--- config.mk ---
export PLATFORM = sky130hd
export DESIGN_NAME = ls_axim_bridge
export DESIGN_NICKNAME = d
export VERILOG_FILES = /design/src/rtl/ls_axim_bridge.sv
export SDC_FILE = /design/constraint.sdc
export NUM_CORES = 1
export LEC_CHECK = 0
export CAP_MARGIN = 20
export CORE_ASPECT_RATIO = 1.25
export CORE_MARGIN = 2
export CORE_UTILIZATION = 39
export DETAILED_ROUTE_END_ITERATION = 10
export PLACE_DENSITY = 0.89
export SETUP_SLACK_MARGIN = 0.2
export SLEW_MARGIN = 20
export SYNTH_ARGS = -nofsm -noshare
export SYNTH_HDL_FRONTEND = slang
export SYNTH_SLANG_ARGS = --single-unit
--- constraint.sdc ---
create_clock -name clk -period 4.2 [get_ports clk]
set_input_delay 0.42 -clock clk [delete_from_list [all_inputs] [get_ports clk]]
set_output_delay 0.42 -clock clk [all_outputs]
set_load 0.005 [all_outputs]
--- src/rtl/ls_axim_bridge.sv ---
// LSU request port to AXI4-Lite master bridge.
// One outstanding transaction; completion returned as a one-cycle ready pulse.
module ls_axim_bridge #(
    parameter logic [2:0]  PROT     = 3'b000,
    parameter logic [31:0] ERR_RDAT = 32'h0000_0000
) (
    input  logic        clk,
    input  logic        rst,
    input  logic        hs_ls4axim_val,
    output logic        hs_axim4ls_rdy,
    input  logic [31:0] i_adr,
    input  logic [31:0] i_wdat,
    input  logic [3:0]  i_wen,
    input  logic        i_ren,
    output logic [31:0] o_rdat,
    output logic        o_err,
    output logic        o_awvalid,
    input  logic        i_awready,
    output logic [31:0] o_awaddr,
    output logic [2:0]  o_awprot,
    output logic        o_wvalid,
    input  logic        i_wready,
    output logic [31:0] o_wdata,
    output logic [3:0]  o_wstrb,
    input  logic        i_bvalid,
    output logic        o_bready,
    input  logic [1:0]  i_bresp,
    output logic        o_arvalid,
    input  logic        i_arready,
    output logic [31:0] o_araddr,
    output logic [2:0]  o_arprot,
    input  logic        i_rvalid,
    output logic        o_rready,
    input  logic [31:0] i_rdata,
    input  logic [1:0]  i_rresp
);

    typedef enum logic [2:0] {IDLE, WADDR, WRESP, RADDR, RDATA, DONE} state_t;

    state_t      state;
    logic [31:0] adr;
    logic [31:0] wdat;
    logic [3:0]  wen;
    logic        aw_done;
    logic        w_done;
    logic        aw_hs;
    logic        w_hs;

    assign aw_hs = o_awvalid & i_awready;
    assign w_hs  = o_wvalid & i_wready;

    // Payload comes only from the copies latched at acceptance.
    assign o_awaddr = adr;
    assign o_araddr = adr;
    assign o_wdata  = wdat;
    assign o_wstrb  = wen;
    assign o_awprot = PROT;
    assign o_arprot = PROT;

    always_ff @(posedge clk or posedge rst) begin
        if (rst) begin
            state          <= IDLE;
            adr            <= '0;
            wdat           <= '0;
            wen            <= '0;
            aw_done        <= 1'b0;
            w_done         <= 1'b0;
            o_awvalid      <= 1'b0;
            o_wvalid       <= 1'b0;
            o_bready       <= 1'b0;
            o_arvalid      <= 1'b0;
            o_rready       <= 1'b0;
            hs_axim4ls_rdy <= 1'b0;
            o_rdat         <= '0;
            o_err          <= 1'b0;
        end else begin
            case (state)
                IDLE: begin
                    if (hs_ls4axim_val) begin
                        adr     <= i_adr;
                        wdat    <= i_wdat;
                        wen     <= i_wen;
                        aw_done <= 1'b0;
                        w_done  <= 1'b0;
                        // A write takes priority when both strobes are present.
                        if (i_wen != 4'b0000) begin
                            o_awvalid <= 1'b1;
                            o_wvalid  <= 1'b1;
                            state     <= WADDR;
                        end else if (i_ren) begin
                            o_arvalid <= 1'b1;
                            state     <= RADDR;
                        end else begin
                            o_rdat         <= '0;
                            o_err          <= 1'b0;
                            hs_axim4ls_rdy <= 1'b1;
                            state          <= DONE;
                        end
                    end
                end
                WADDR: begin
                    if (aw_hs) begin
                        o_awvalid <= 1'b0;
                        aw_done   <= 1'b1;
                    end
                    if (w_hs) begin
                        o_wvalid <= 1'b0;
                        w_done   <= 1'b1;
                    end
                    if ((aw_done || aw_hs) && (w_done || w_hs)) begin
                        o_bready <= 1'b1;
                        state    <= WRESP;
                    end
                end
                WRESP: begin
                    if (i_bvalid) begin
                        o_bready       <= 1'b0;
                        o_err          <= (i_bresp != 2'b00);
                        hs_axim4ls_rdy <= 1'b1;
                        state          <= DONE;
                    end
                end
                RADDR: begin
                    if (i_arready) begin
                        o_arvalid <= 1'b0;
                        o_rready  <= 1'b1;
                        state     <= RDATA;
                    end
                end
                RDATA: begin
                    if (i_rvalid) begin
                        o_rready <= 1'b0;
                        if (i_rresp == 2'b00) begin
                            o_rdat <= i_rdata;
                            o_err  <= 1'b0;
                        end else begin
                            o_rdat <= ERR_RDAT;
                            o_err  <= 1'b1;
                        end
                        hs_axim4ls_rdy <= 1'b1;
                        state          <= DONE;
                    end
                end
                DONE: begin
                    // Request valid is deliberately ignored here.
                    hs_axim4ls_rdy <= 1'b0;
                    state          <= IDLE;
                end
                default: state <= IDLE;
            endcase
        end
    end

endmodule

==> summary.md <==
| Metric | Value |
|---|---|
| Largest net degree at the start of global routing | 113 |
| Maximum VDD drop | 0.000344 V |
| Post-CTS setup buffer count | 0 |
| Async set-reset flop share out of synthesis | 100% |
| Post-synth top area share | 60.8% |
| Register area share after synthesis | 60.8% |
| Die Width | 101 um |
| Post-Syn Instances | around 330 |
| Post-synth top flop | dfrtp_1 |
| Fin cells | 688 |
| Max-Cap Viols | 0 |
| CTS Sinks | 112 |
| Synth warnings | 0 |
| Gr busiest metal | met2 |
| Drt first-iter violations | 93 |
| Synth area leaders | dfrtp_1 (61%), mux2_2 (14%), buf_4 (6.2%) |
| Router iterations before antenna repair | 4 |
| Htree depth | 3 |
| CP Capture Type | flop |
| Post-Route WL | ~12000 um |
| TritonCTS clock tree | yes |
| Met1 GRT Util | 22.8% |
| Layout cells sized above 1 | 15.6% |
| Die ar. | 0.0127 sq mm |
| Antenna-violating nets left | 0 |
| First-pass GRT wire length | 19100 um |
| Crit path time final | 2.27 ns |
| Core Footprint | 0.0116 sq mm |
| Drt drc | 0 |
| RSZ-0062 raised after global routing | no |
| Leak Pwr | between 3 and 4 nW |
| Hold_ws | 0.485 ns |
| Number of flops mapped to enable cells by yosys | 0 |
| Num CTS Buffers | 9 |
| Worst slew margin | between 60 and 70% |
| Vias in the first global route | 3614 |
| Leading area contributor after synthesis | dfrtp_1 |
| Status | finished clean |
| GR Util All Layers | 19.4% |
| Ant diodes | 0 |
| Final setup fails | 0 |
| GR Util met3 | 5.87% |
| Syn Std Cell Area | 0.00461 sq mm |
| Synth top cells by count | dfrtp_1 (112), mux2_2 (59), buf_4 (38) |
| Initial antenna violation count | 0 |
| DPL Wire Length | 9120 um |
| CTS Buffer Depth | 2 |
| Clock Latency Late Sink | roughly 0.34 ns |
| Period Utilization, post-route | 54.1% |
| GPL Wtd Cong | 0.764 |
| Placed Cells | about 670 |
| Vias after detailed routing | 3413 |
| Initial Util | 39.9% |
| Crit Path Class | primary input to flop |
| Cell Pwr Density | 740 mW/mm^2 |
| Number of distinct library cells after synthesis | 30 |
| CTS root buf | clkbuf_16 |
| Rows | 44 |
| Hold Path Class | flop to flop |
| Nets | 658 |
| Skew final | 0.00967 ns |
| Area Growth Syn to Fin | 58.7% |
| Slew @ Worst Pin | 0.595 ns |
| WP data required | 4.42 ns |
| Synthesized flop and latch total | 112 |
| Worst setup SP type | primary input |
| I/O Buffers | approximately 250 |
| Met2 usage in global routing | about a third |
| Fmax | roughly 440 MHz |
| Post-CTS Hold Fix Bufs | 0 |
| Gr ovfl total | 0 |
| Average size of a mapped cell | 14.0 sq um |
| Sum Neg Setup Slack | 0 ns |
| CTS clock-pin slew for the worst setup and hold paths | 0.07 ns |
| Arrival @ worst endpoint | between 2 and 2.5 ns |
| CTS resizes | 0 |
| Vias/cell | 4.96 |
| Most frequent cell after synthesis | dfrtp_1 |
| Final hold viol count | 0 |
| Max Slew Vio Count | 0 |
| Die Y | 126 um |
| Routed wire per std cell | 17.8 um |
| Ports | around 260 |
| Max FO, Critical Path | 32 |
## worst paths after layout
kind	depth (start not counted)	from	slack, ns	to
worst max-delay path	5	i_wen[0]	1.93	o_rdat[9]$_DFFE_PP0P_
worst min-delay path	1	o_wdata[1]$_DFFE_PP0P_	0.48	o_wdata[1]$_DFFE_PP0P_
worst max register to register	4	state[0]$_DFFE_PP0P_	2.00	o_araddr[31]$_DFFE_PP0P_
worst min register to register	1	o_wdata[1]$_DFFE_PP0P_	0.48	o_wdata[1]$_DFFE_PP0P_
max in group asynchronous	3	rst	3.17	o_wstrb[2]$_DFFE_PP0P_
min in group asynchronous	3	rst	0.55	o_araddr[13]$_DFFE_PP0P_
## metrics by stage
stage               cell area, sq um  util, %  total power, mW  worst slack, ns
finish                          7310     63.3             5.41             1.93
global route                    7310     63.3             5.74             1.89
CTS                             7310     63.3             5.49             1.92
detailed placement              7000     60.5             4.57             1.56
global placement                7000     60.5             4.46             1.63
floorplan                       4630        -             3.07            0.821
## critical path, cell delays in order
cell and delay, ns:
clkdlybuf4s50_1 0.46, or4_4 0.59, o41ai_4 0.34, nand3_4 0.36, a22o_1 0.31
## logic make-up after synthesis
group,count (synthesis),share of synthesized area (%)
AO/OA/AOI/OAI,58,9.86
other,1,0.0814
AND/OR/NAND/NOR,28,3.37
buffers and inverters,60,8.77
multiplexers,70,17.1
flip-flops,112,60.8
## cell usage in the layout (no fill, tap or decap), types with 2 or more instances in the layout
master and count:
a21oi_1 7, a31oi_1 3, clkdlybuf4s50_1 251, clkbuf_8 3, mux2_2 59, nand3_1 5, o21ai_0 10, inv_1 5
nand2b_1 2, a22o_1 32, nand2_1 10, mux2_1 11, buf_12 2, dfrtp_1 112, nor2_1 3, conb_1 6
clkbuf_16 9
## flip-flops by register name, indices dropped and copies added (netlist names)
register        count
o_awvalid           1
w_done              1
hs_axim4ls_rdy      1
o_err               1
aw_done             1
o_rready            1
o_rdat             32
state               3
o_arvalid           1
o_wstrb             4
o_wdata            32
o_araddr           32
o_bready            1
o_wvalid            1
## cell type report
class	instances	area [sq um]
Fill cell	893	4250
Sequential cell	112	2800
Timing Repair Buffer	254	2560
Multi-Input combinational cell	162	1440
Clock buffer	12	267
Tap cell	138	173
Clock inverter	4	51.3
Inverter	6	25.0
## report_power, final
part | total, mW | switching (mW) | leakage [nW] | internal, mW
logic | 2.51 | 0.775 | 1.54 | 1.74
clock network | 0.893 | 0.381 | 0.155 | 0.512
registers | 2.01 | 0.379 | 1.38 | 1.63
total | 5.41 | 1.54 | 3.07 | 3.88
## metal layers
metal,up-vias,routed length (um)
li1,1554,-
met1,1677,4600
met2,170,6520
met3,12,943
met4,0,157
met5,-,0
(Power assumes the default switching activity.)
